[config.mk]
export PLATFORM = sky130hd
export DESIGN_NAME = lm_sm_sequencer
export DESIGN_NICKNAME = d
export VERILOG_FILES = /design/src/rtl/lm_sm_sequencer.sv
export SDC_FILE = /design/constraint.sdc
export NUM_CORES = 1
export LEC_CHECK = 0
export ABC_AREA = 1
export CORE_UTILIZATION = 40
export CTS_BUF_LIST = sky130_fd_sc_hd__clkbuf_4 sky130_fd_sc_hd__clkbuf_8
export CTS_CLUSTER_SIZE = 20
export DETAILED_ROUTE_END_ITERATION = 7
export PLACE_DENSITY = 0.76
export SLEW_MARGIN = 30
export SYNTH_ARGS = -nofsm -noshare
export SYNTH_HDL_FRONTEND = slang
export SYNTH_SLANG_ARGS = --single-unit
[constraint.sdc]
create_clock -name clk -period 3.7 [get_ports clk]
set_input_delay 0.74 -clock clk [delete_from_list [all_inputs] [get_ports clk]]
set_output_delay 0.74 -clock clk [all_outputs]
set_load 0.03 [all_outputs]
[src/rtl/lm_sm_sequencer.sv]
// Load/store-multiple sequencer: expands LM/SM register lists into one micro-op per
// selected register, ascending order, and passes every other instruction straight through.
module lm_sm_sequencer #(
    parameter logic [3:0] LM_OPCODE = 4'b0110,
    parameter logic [3:0] SM_OPCODE = 4'b0111
) (
    input  logic        clk,
    input  logic        reset,
    input  logic [15:0] ir_in,
    input  logic        in_valid,
    output logic        in_ready,
    input  logic        stall,
    input  logic        flush,
    output logic [15:0] uop_ir,
    output logic        uop_valid,
    output logic        first_multiple,
    output logic        busy
);

    localparam logic ST_IDLE = 1'b0;
    localparam logic ST_SEQ  = 1'b1;

    logic       state;
    logic [7:0] pending;
    logic [3:0] op_q;
    logic [2:0] base_q;
    logic [2:0] count;

    logic       is_multi;
    logic [7:0] mask_sel;
    logic [7:0] mask_rest;
    logic [2:0] low_idx;

    assign is_multi  = (ir_in[15:12] == LM_OPCODE) || (ir_in[15:12] == SM_OPCODE);
    assign mask_sel  = (state == ST_IDLE) ? ir_in[7:0] : pending;
    // Clearing the lowest set bit leaves exactly the registers still to be emitted.
    assign mask_rest = mask_sel & (mask_sel - 8'd1);

    always_comb begin
        low_idx = '0;
        for (int unsigned i = 0; i < 8; i++) begin
            if (mask_sel[7 - i]) begin
                low_idx = 3'(7 - i);
            end
        end
    end

    assign in_ready = !stall && !flush && (state == ST_IDLE);
    assign busy     = (state == ST_SEQ);

    always_ff @(posedge clk or negedge reset) begin
        if (!reset) begin
            state          <= ST_IDLE;
            pending        <= '0;
            op_q           <= '0;
            base_q         <= '0;
            count          <= '0;
            uop_ir         <= '0;
            uop_valid      <= 1'b0;
            first_multiple <= 1'b0;
        end else if (flush) begin
            state          <= ST_IDLE;
            pending        <= '0;
            count          <= '0;
            uop_valid      <= 1'b0;
            first_multiple <= 1'b0;
        end else if (!stall) begin
            if (state == ST_IDLE) begin
                if (!in_valid) begin
                    uop_valid <= 1'b0;
                end else if (!is_multi) begin
                    uop_ir         <= ir_in;
                    uop_valid      <= 1'b1;
                    first_multiple <= 1'b0;
                end else if (ir_in[7:0] == 8'h00) begin
                    uop_valid <= 1'b0;
                end else begin
                    uop_ir         <= {ir_in[15:12], ir_in[11:9], low_idx, 6'd0};
                    uop_valid      <= 1'b1;
                    first_multiple <= 1'b1;
                    op_q           <= ir_in[15:12];
                    base_q         <= ir_in[11:9];
                    count          <= 3'd1;
                    pending        <= mask_rest;
                    state          <= (mask_rest != 8'h00) ? ST_SEQ : ST_IDLE;
                end
            end else begin
                uop_ir         <= {op_q, base_q, low_idx, 3'b000, count};
                uop_valid      <= 1'b1;
                first_multiple <= 1'b0;
                pending        <= mask_rest;
                count          <= count + 3'd1;
                if (mask_rest == 8'h00) begin
                    state <= ST_IDLE;
                end
            end
        end
    end

endmodule
-- Word-level counts from Yosys, hierarchy flattened
Cells that the tools add are included.
- bitwise gates (word level): 5
- equality and inequality tests: 6
- add/subtract/negate cells: 2
- multiplexer cells: 45
- reduce and logical (&&, ||, !) cells: 15
- operators by type and width (cell ; count):
    16-bit 2-to-1 mux ; 4
    8-bit 2-to-1 mux ; 7
    3-bit 2-to-1 mux ; 14
    1-bit 2-to-1 mux ; 20
    8-bit logical NOT ; 2
    8-bit bitwise AND ; 1
    4-bit by 3-bit == test with 1-bit output (second input constant) ; 2
    4-bit AND reduction ; 2
    8-bit nonzero test ; 1
    8-bit by 1-bit subtractor with 8-bit output (second input constant) ; 1
    3-bit inequality test (second input constant) ; 2
    6-bit AND reduction ; 1
    3-bit nonzero test ; 2
    4-bit inequality test (second input constant) ; 1
    1-bit inverter ; 4
    3-bit by 1-bit adder with 3-bit output (second input constant) ; 1
    3-bit AND reduction ; 1
    1-bit logical AND ; 2
    1-bit logical NOT ; 2
    2-bit by 1-bit inequality test with 1-bit output (second input constant) ; 1
    2-bit nonzero test ; 1
    1-bit logical OR ; 1
- word-level logic and storage cells: 81
- input bits: 21
- flip-flop bits (word level): 37

-- Longest topological paths before layout
Gate-level depths: netlist (run 1).
- depth in word-level cells: 13
- mapped depth: 12
- mapped depth without buffers: 11

-- Worst setup path before layout (run 1)
OpenSTA, ideal clock, no wires.
- path type: input -> output
- from: input port flush
- to: output port in_ready
- data arrival time: 1.450 ns
- slack: 1.510 ns
- cell stages on the path: 3
- cell sequence: nor2_1 -> inv_1 -> nor2_1
- cells in the longest elaborated chain, start to end: 3
- RTL lines (what ; line ; text):
    from (decl) ; 13 ; input logic flush,
    1-bit logical NOT ; 48 ; assign in_ready = !stall && !flush && (state == ST_IDLE);
    1-bit logical AND (2 in a row) ; 48 ;
    to (decl) ; 11 ; output logic in_ready,
Every way passes these cells.

-- Worst setup path after layout (run 1)
Same ends and word-level chain as after synthesis.

==> flow_metrics.py, run 1 <==
metrics = {
    "yosys": {
        "synth_seq_cells": 36,
        "synth_flop_cell": "dfrtp_1",
        "synth_area_mm2": 0.00203,
        "seq_area_frac_synth_pct": 44.4,
        "syn_avg_cell_area_um2": 7.57,
        "synth.net_count": 290,
        "ys_async_sr_fraction_pct": 100,
        "synth_cells": 268,
        "synth.yosys.warnings": 0,
        "synth_edf_count": 0,
        "ys_types": 27,
    },
    "flow_run": {
        "max_cap_violations": 0,
    },
    "routing": {
        "drc": 0,
        "drt-pass1-iter-count": 4,
        "drt-total-wl_mm": 4.58,
        "antenna_left": 0,
        "drtIter0Drc": 149,
        "wl_per_cell_um": 12.2,
        "via_per_inst": 4.73,
        "vias": 1779,
    },
    "timing": {
        "slew_viol_final": 0,
        "setup_viol": 0,
        "period_needed_ns": 3.07,
        "rsz0062_at_grt": "false",
        "fin_skew_ns": 0.00960,
        "min_period_over_period_pct": 82.9,
        "tightest_slew_ns": 0.583,
        "maxSlewHeadroom_pct": 61.1,
        "clock.fmax_ghz": 0.326,
        "hold_viol": 0,
        "setup_tns_ns": 0,
        "whs_ns": 0.454,
    },
    "global_route": {
        "grt_max_degree": 37,
        "antenna_found_initial": 0,
        "busiest_layer": "met2",
        "grt_pass1_vias": 1703,
        "grt_first_pass_wirelength_mm": 7.62,
        "track_usage_pct": 18.7,
        "met3_usage_pct": 4.83,
        "grt_overflow": 0,
        "grt_util_met1_pct": 23.8,
        "grtUsageMet2_pct": 31.3,
    },
    "die": {
        "die_area_mm2": 0.00536,
        "core_mm2": 0.00482,
        "die_w_um": 73.2,
        "die_h_um": 73.2,
        "pin_count": 41,
        "initial_core_util_pct": 42.1,
        "placementRows": 25,
    },
    "power_and_ir_drop": {
        "peakVddDrop_uv": 149,
        "powerDensity_mw_per_mm2": 428,
        "leakage_nw": 1.27,
    },
    "clocking": {
        "cts_resized": 0,
        "cts_tree": "built",
        "htreeDepth": 2,
        "cts-root-buf": "clkbuf_8",
        "postCtsSetupBuffers": 0,
        "cts_hold_buf": 0,
        "numCtsBuffers": 5,
        "clock_latency_ns": 0.29,
        "clk_pin_slew_ns": 0.07,
        "clock_path_buffers": 2,
        "cts_sinks": 36,
    },
    "critical_path": {
        "required_ns": 2.96,
        "worstPathArrival_ns": 2.33,
        "critical_path.max_fanout": 4,
        "worstSetupPathType": "in2out",
        "crit_path_end_kind": "output pin",
        "start_kind": "primary input",
    },
    "cells_and_area": {
        "layout-drive-gt1-share_pct": 12.0,
        "final_common_cell": "nand2_1",
        "layout_common_cells": "nand2_1, clkdlybuf4s50_1, dfrtp_1, nor2_1, inv_1",
        "fin_nets": 330,
        "final_cell_area_mm2": 0.00256,
        "area_growth_pct": 26.0,
        "diodes": 0,
    },
    "placement": {
        "globalplace.congestion": 0.888,
        "dp_hpwl_mm": 3.37,
        "placed_cell_area_mm2": 0.00245,
        "place.port_buffers": 40,
    },
    "run_status": {
        "status": "complete, no violations",
    },
    "worst_hold_path": {
        "min_path_type": "reg2reg",
    },
}
[per-layer routing]
metal / vias to the layer above / routed length, um
li1: 921 / -
met1: 808 / 2100
met2: 43 / 2240
met3: 7 / 205
met4: 0 / 40
met5: - / 0
[path summary, 6_finish.rpt]
| path | start | to | slack [ns] | depth (start not counted) |
|---|---|---|---|---|
| min in group asynchronous | reset | uop_ir[11]$_DFFE_PN0P_ | 0.87 | 2 |
| worst min-delay path | op_q[1]$_DFFE_PN0P_ | op_q[1]$_DFFE_PN0P_ | 0.45 | 2 |
| worst max register to register | busy$_DFFE_PN0N_ | uop_ir[8]$_DFFE_PN0P_ | 1.66 | 7 |
| worst min register to register | op_q[1]$_DFFE_PN0P_ | op_q[1]$_DFFE_PN0P_ | 0.45 | 2 |
| max in group asynchronous | reset | count[0]$_DFFE_PN0P_ | 2.50 | 2 |
| worst max-delay path | flush | in_ready | 0.63 | 5 |
[flip-flops by register name (all words and copies together) (netlist names)]
name / cells
base_q: 3
pending: 7
first_multiple: 1
count: 3
busy: 1
uop_ir: 16
op_q: 4
uop_valid: 1
[power breakdown]
group,total [mW],switching [mW],internal [mW]
logic,0.285,0.168,0.117
clock network,0.344,0.145,0.199
registers,0.464,0.0258,0.439
total,1.09,0.339,0.755
[per-stage QoR]
stage          utilization (%)  instances  power [mW]  setup WS, ns
2_1_floorplan                -        268       0.637          1.51
3_3_place_gp              50.8        368       0.750         0.672
3_5_place_dp              50.8        368       0.757         0.638
4_1_cts                   53.1        376        1.10         0.637
5_1_grt                   53.1        376        1.15         0.568
6_report                  53.1        376        1.09         0.634
[synth_stat cells, types with 2 or more instances]
| library cell | n | area share [%] |
|---|---|---|
| a21oi_1 | 3 | 0.74 |
| a21oi_2 | 2 | 0.86 |
| buf_2 | 3 | 0.74 |
| buf_6 | 6 | 3.3 |
| dfrtp_1 | 36 | 44 |
| inv_1 | 26 | 4.8 |
| inv_2 | 2 | 0.37 |
| nand2_1 | 97 | 18 |
| nand2_2 | 10 | 3.1 |
| nand2_4 | 3 | 1.7 |
| nand3_1 | 10 | 2.5 |
| nor2_1 | 28 | 5.2 |
| nor2_2 | 3 | 0.92 |
| nor2_4 | 2 | 1.1 |
| o21ai_0 | 10 | 2.5 |
| o21ai_1 | 9 | 2.2 |
| o31ai_1 | 8 | 3.0 |
[cell families after synthesis]
family | synth area share [%]
AO/OA/AOI/OAI | 10.6
adder cells (fa/ha/maj) | 0.616
buffers and inverters | 9.68
flip-flops | 44.4
AND/OR/NAND/NOR | 34.7
[layout make-up]
| type | instances | area [um^2] |
|---|---|---|
| Timing Repair Buffer | 42 | 415 |
| Sequential cell | 36 | 901 |
| Multi-Input combinational cell | 194 | 932 |
| Clock inverter | 3 | 42.5 |
| Tap cell | 67 | 83.8 |
| Inverter | 29 | 114 |
| Clock buffer | 5 | 68.8 |
| Fill cell | 475 | 2260 |
[critical path, cell delays in order]
cell	delay [ns]
clkdlybuf4s50_1	0.43
nor2_1	0.27
inv_1	0.11
nor2_1	0.10
clkdlybuf4s50_1	0.67
Power figures use the tool's default switching activity.
==> inputs of run 2 (changes only) <==
Settings changed: PLACE_DENSITY 0.76 to 0.78.
Clock period 3.7 ns to 2.5 ns, I/O delays scaled along.
==> flow_metrics.py, run 2 (synthesis gave the netlist of run 1 again) <==
metrics = {
    "cells_and_area": {
        "layout-drive-gt1-share_pct": 12.9,
        "top_regs": "uop_ir x16, pending x7, op_q x4",
        "nFillCells": 480,
        "regMostFlops": "uop_ir",
        "largest_reg_flops": 16,
        "layout_common_cells": "nand2_1, clkdlybuf4s50_1, dfrtp_1, nor2_1, inv_1",
        "area_growth_pct": 26.3,
        "diodes": 0,
        "final_common_cell": "nand2_1",
        "fin_nets": 332,
    },
    "timing": {
        "setup_viol": 0,
        "whs_ns": 0.452,
        "period_needed_ns": 2.22,
        "setup_tns_ns": 0,
        "tightest_slew_ns": 0.478,
        "maxSlewHeadroom_pct": 68.0,
        "clock.fmax_ghz": 0.451,
        "slew_viol_final": 0,
        "hold_viol": 0,
        "min_period_over_period_pct": 88.7,
        "rsz0062_at_grt": "false",
        "fin_skew_ns": 0.00473,
    },
    "routing": {
        "drtIter0Drc": 154,
        "wl_per_cell_um": 12.0,
        "drc": 0,
        "antenna_left": 0,
        "via_per_inst": 4.85,
        "vias": 1835,
        "drt-pass1-iter-count": 4,
        "drt-total-wl_mm": 4.52,
    },
    "die": {
        "core_mm2": 0.00482,
        "die_area_mm2": 0.00536,
        "die_h_um": 73.2,
        "die_w_um": 73.2,
        "placementRows": 25,
        "pin_count": 41,
        "initial_core_util_pct": 42.1,
    },
    "power_and_ir_drop": {
        "leakage_nw": 1.28,
        "swShare_pct": 31.9,
        "p_comb_share_pct": 27.6,
        "peakVddDrop_uv": 220,
        "powerDensity_mw_per_mm2": 598,
        "p_total_mw": 1.53,
        "p_clk_share_pct": 27.5,
        "p_sw_mw": 0.489,
        "seqPwrFrac_pct": 44.9,
        "p_int_mw": 1.04,
    },
    "critical_path": {
        "start_kind": "primary input",
        "required_ns": 2.00,
        "r2r_slack_ns": 0.68,
        "critical_path.max_fanout": 4,
        "worstSetupPathType": "in2out",
        "crit_path_end_kind": "output pin",
        "worstPathArrival_ns": 1.72,
    },
    "worst_hold_path": {
        "min_path_type": "reg2reg",
    },
    "global_route": {
        "track_usage_pct": 18.6,
        "grt_max_degree": 37,
        "grt_overflow": 0,
        "antenna_found_initial": 0,
        "grt_pass1_vias": 1627,
        "grt_first_pass_wirelength_mm": 7.52,
    },
    "clocking": {
        "cts_sinks": 36,
        "cts-root-buf": "clkbuf_8",
        "cts_hold_buf": 0,
        "htreeDepth": 2,
        "clock_path_buffers": 2,
        "cts_resized": 0,
        "clk_pin_slew_ns": 0.07,
        "cts_tree": "built",
        "numCtsBuffers": 5,
        "postCtsSetupBuffers": 0,
        "clock_latency_ns": 0.29,
    },
    "flow_run": {
        "max_cap_violations": 0,
    },
    "placement": {
        "place.port_buffers": 40,
        "globalplace.congestion": 0.840,
        "dp_hpwl_mm": 3.38,
    },
    "run_status": {
        "status": "complete, no violations",
    },
}
run 2: changes by cell type in the layout (fill, tap and decap cells not counted), sizes merged:
cell and change:
clkdlybuf4s50 -1, clkinv +1, bufinv -1, buf +3, clkbuf +1, clkinvlp -1
run 2: power by group through the flow:
stage	registers, mW	clock network, mW	logic, mW
2_1_floorplan	0.789	0	0.153
3_5_place_dp	0.700	0	0.423
3_3_place_gp	0.697	0	0.416
4_1_cts	0.689	0.435	0.425
6_report	0.688	0.422	0.423
5_1_grt	0.696	0.455	0.461
run 2: per-stage QoR:
| stage | instance area, um^2 | worst slack, ns | std cells | utilization, % |
|---|---|---|---|---|
| after CTS | 2560 | 0.321 | 378 | 53.2 |
| after global placement | 2470 | 0.343 | 370 | 51.3 |
| final | 2560 | 0.283 | 378 | 53.2 |
| after global routing | 2560 | 0.225 | 378 | 53.2 |
| after floorplan | 2030 | 0.619 | 268 | - |
| after detailed placement | 2470 | 0.323 | 370 | 51.3 |
run 2: final cells by class:
cell class                 count  area (um^2)  area share (%)
multi-input combinational    194          932            36.4
sequential                    36          901            35.1
tap                           67         83.8            3.27
timing repair buffer          44          440            17.2
clock inverter                 2         10.0           0.390
inverter                      29          114            4.44
clock buffer                   6         82.6            3.22
run 2: path summary, 6_finish.rpt:
check	start	endpoint	cells after the start
min in group asynchronous	reset	base_q[2]$_DFFE_PN0P_	2
max reg2reg	busy$_DFFE_PN0N_	busy$_DFFE_PN0N_	12
max	flush	in_ready	5
min	op_q[1]$_DFFE_PN0P_	op_q[1]$_DFFE_PN0P_	2
min reg2reg	op_q[1]$_DFFE_PN0P_	op_q[1]$_DFFE_PN0P_	2
max in group asynchronous	reset	uop_ir[4]$_DFFE_PN0P_	2
run 2: routing by layer:
layer / up-vias / wire, um / GRT usage, %
li1: 934 / - / -
met1: 855 / 2050 / 24.7
met2: 39 / 2220 / 30.2
met3: 7 / 159 / 2.49
met4: 0 / 85 / 8.50
met5: - / 0 / 0
run 2: worst max-delay path: stages:
cell             delay (ns)
clkdlybuf4s50_1        0.46
nor2_1                 0.31
inv_1                  0.11
nor2_1                 0.15
buf_4                  0.19
==> inputs of run 3 (changes only) <==
Settings changed: PLACE_DENSITY 0.78 to 0.76.
Clock period 2.5 ns to 2.8 ns, I/O delays scaled along.
==> flow_metrics.py, run 3 (synthesis gave the netlist of run 1 again) <==
metrics = {
    "cells_and_area": {
        "diodes": 0,
        "area_growth_pct": 26.9,
        "nFillCells": 462,
        "final_common_cell": "nand2_1",
        "layout_common_cells": "nand2_1, clkdlybuf4s50_1, dfrtp_1, nor2_1, inv_1",
        "top_regs": "uop_ir x16, pending x7, op_q x4",
        "final_cells": 377,
        "regMostFlops": "uop_ir",
        "largest_reg_flops": 16,
        "layout-drive-gt1-share_pct": 12.6,
        "postLayoutCoreUtil_pct": 53.5,
        "fin_nets": 331,
    },
    "global_route": {
        "grt_pass1_vias": 1673,
        "grt_max_degree": 37,
        "track_usage_pct": 18.1,
        "grt_first_pass_wirelength_mm": 7.33,
        "grt_overflow": 0,
        "antenna_found_initial": 0,
    },
    "routing": {
        "wl_per_cell_um": 11.7,
        "drt-total-wl_mm": 4.42,
        "via_per_inst": 4.76,
        "drtIter0Drc": 76,
        "drc": 0,
        "antenna_left": 0,
        "drt-pass1-iter-count": 4,
        "vias": 1793,
    },
    "clocking": {
        "clock_latency_ns": 0.30,
        "clk_pin_slew_ns": 0.08,
        "clock_path_buffers": 2,
        "numCtsBuffers": 5,
        "cts_sinks": 36,
        "cts-root-buf": "clkbuf_8",
        "cts_tree": "built",
        "cts_hold_buf": 0,
        "cts_resized": 0,
        "postCtsSetupBuffers": 0,
        "htreeDepth": 2,
    },
    "power_and_ir_drop": {
        "peakVddDrop_uv": 226,
        "leakage_nw": 1.28,
        "powerDensity_mw_per_mm2": 562,
    },
    "critical_path": {
        "critPathSlowestCell": "clkdlybuf4s50_1",
        "slowest_delay_ns": 0.78,
        "crit_buf_inv": 1,
        "r2r_start": "busy$_DFFE_PN0N_",
        "start_kind": "register",
        "required_ns": 2.24,
        "worstSetupPathType": "reg2out",
        "crit_family": "buffers and inverters",
        "crit_chain": "clkdlybuf4s50_1",
        "ff2ff_path_depth": 11,
        "worst_r2r_endpoint": "busy$_DFFE_PN0N_",
        "crit_path_end_kind": "output pin",
        "r2r_slack_ns": 0.96,
        "worstPathArrival_ns": 1.76,
        "critical_path.max_fanout": 12,
    },
    "worst_hold_path": {
        "hold_depth": 2,
        "min_to": "op_q[1]$_DFFE_PN0P_",
        "hp-start": "op_q[1]$_DFFE_PN0P_",
        "min_path_type": "reg2reg",
    },
    "timing": {
        "period_needed_ns": 2.32,
        "min_period_over_period_pct": 83.0,
        "rsz0062_at_grt": "false",
        "maxSlewHeadroom_pct": 63.4,
        "fin_skew_ns": 0.0135,
        "slew_viol_final": 0,
        "setup_viol": 0,
        "whs_ns": 0.457,
        "hold_viol": 0,
        "clock.fmax_ghz": 0.430,
        "setup_tns_ns": 0,
        "tightest_slew_ns": 0.549,
    },
    "die": {
        "pin_count": 41,
        "die_h_um": 73.2,
        "die_w_um": 73.2,
        "core_mm2": 0.00482,
        "placementRows": 25,
        "initial_core_util_pct": 42.1,
        "die_area_mm2": 0.00536,
    },
    "placement": {
        "globalplace.congestion": 0.830,
        "placed_cells_incl_taps": 369,
        "place.port_buffers": 40,
        "dp_hpwl_mm": 3.27,
    },
    "run_status": {
        "status": "complete, no violations",
    },
    "flow_run": {
        "max_cap_violations": 0,
    },
}
## run 3: power breakdown
group          internal [mW]  leakage [nW]  switching (mW)
registers              0.579         0.461          0.0327
clock network          0.263        0.0541           0.197
logic                  0.156         0.768           0.219
## run 3: worst max path at each step
stage,startpoint,to,cells after the start
floorplan,busy$_DFFE_PN0N_,in_ready,4
CTS,busy$_DFFE_PN0N_,busy,1
global placement,ir_in[13],uop_ir[8]$_DFFE_PN0P_,11
global route,busy$_DFFE_PN0N_,busy,1
finish,busy$_DFFE_PN0N_,busy,1
detailed placement,ir_in[13],uop_ir[8]$_DFFE_PN0P_,11
## run 3: area by class of cell
cell class | instances | area, um^2 | share of cell area, %
tap | 67 | 83.8 | 3.26
sequential | 36 | 901 | 35.0
timing repair buffer | 43 | 433 | 16.8
multi-input combinational | 194 | 932 | 36.2
clock inverter | 3 | 42.5 | 1.65
inverter | 29 | 114 | 4.42
clock buffer | 5 | 68.8 | 2.67
## run 3: routing by layer
metal	wire length (um)	vias to the layer above	part of all wire, %	GRT usage (%)
li1	-	924	-	-
met1	2010	809	45	22.0
met2	2050	50	46	29.8
met3	236	10	5.3	3.45
met4	121	0	2.7	10.7
met5	0	-	0	0
## run 3: metrics by stage
stage | instance area (um^2) | total power [mW] | worst slack [ns]
after floorplan | 2030 | 0.841 | 0.859
final | 2570 | 1.45 | 0.475
after global placement | 2460 | 0.993 | 0.572
after CTS | 2570 | 1.46 | 0.479
after detailed placement | 2460 | 0.998 | 0.559
after global routing | 2570 | 1.52 | 0.434
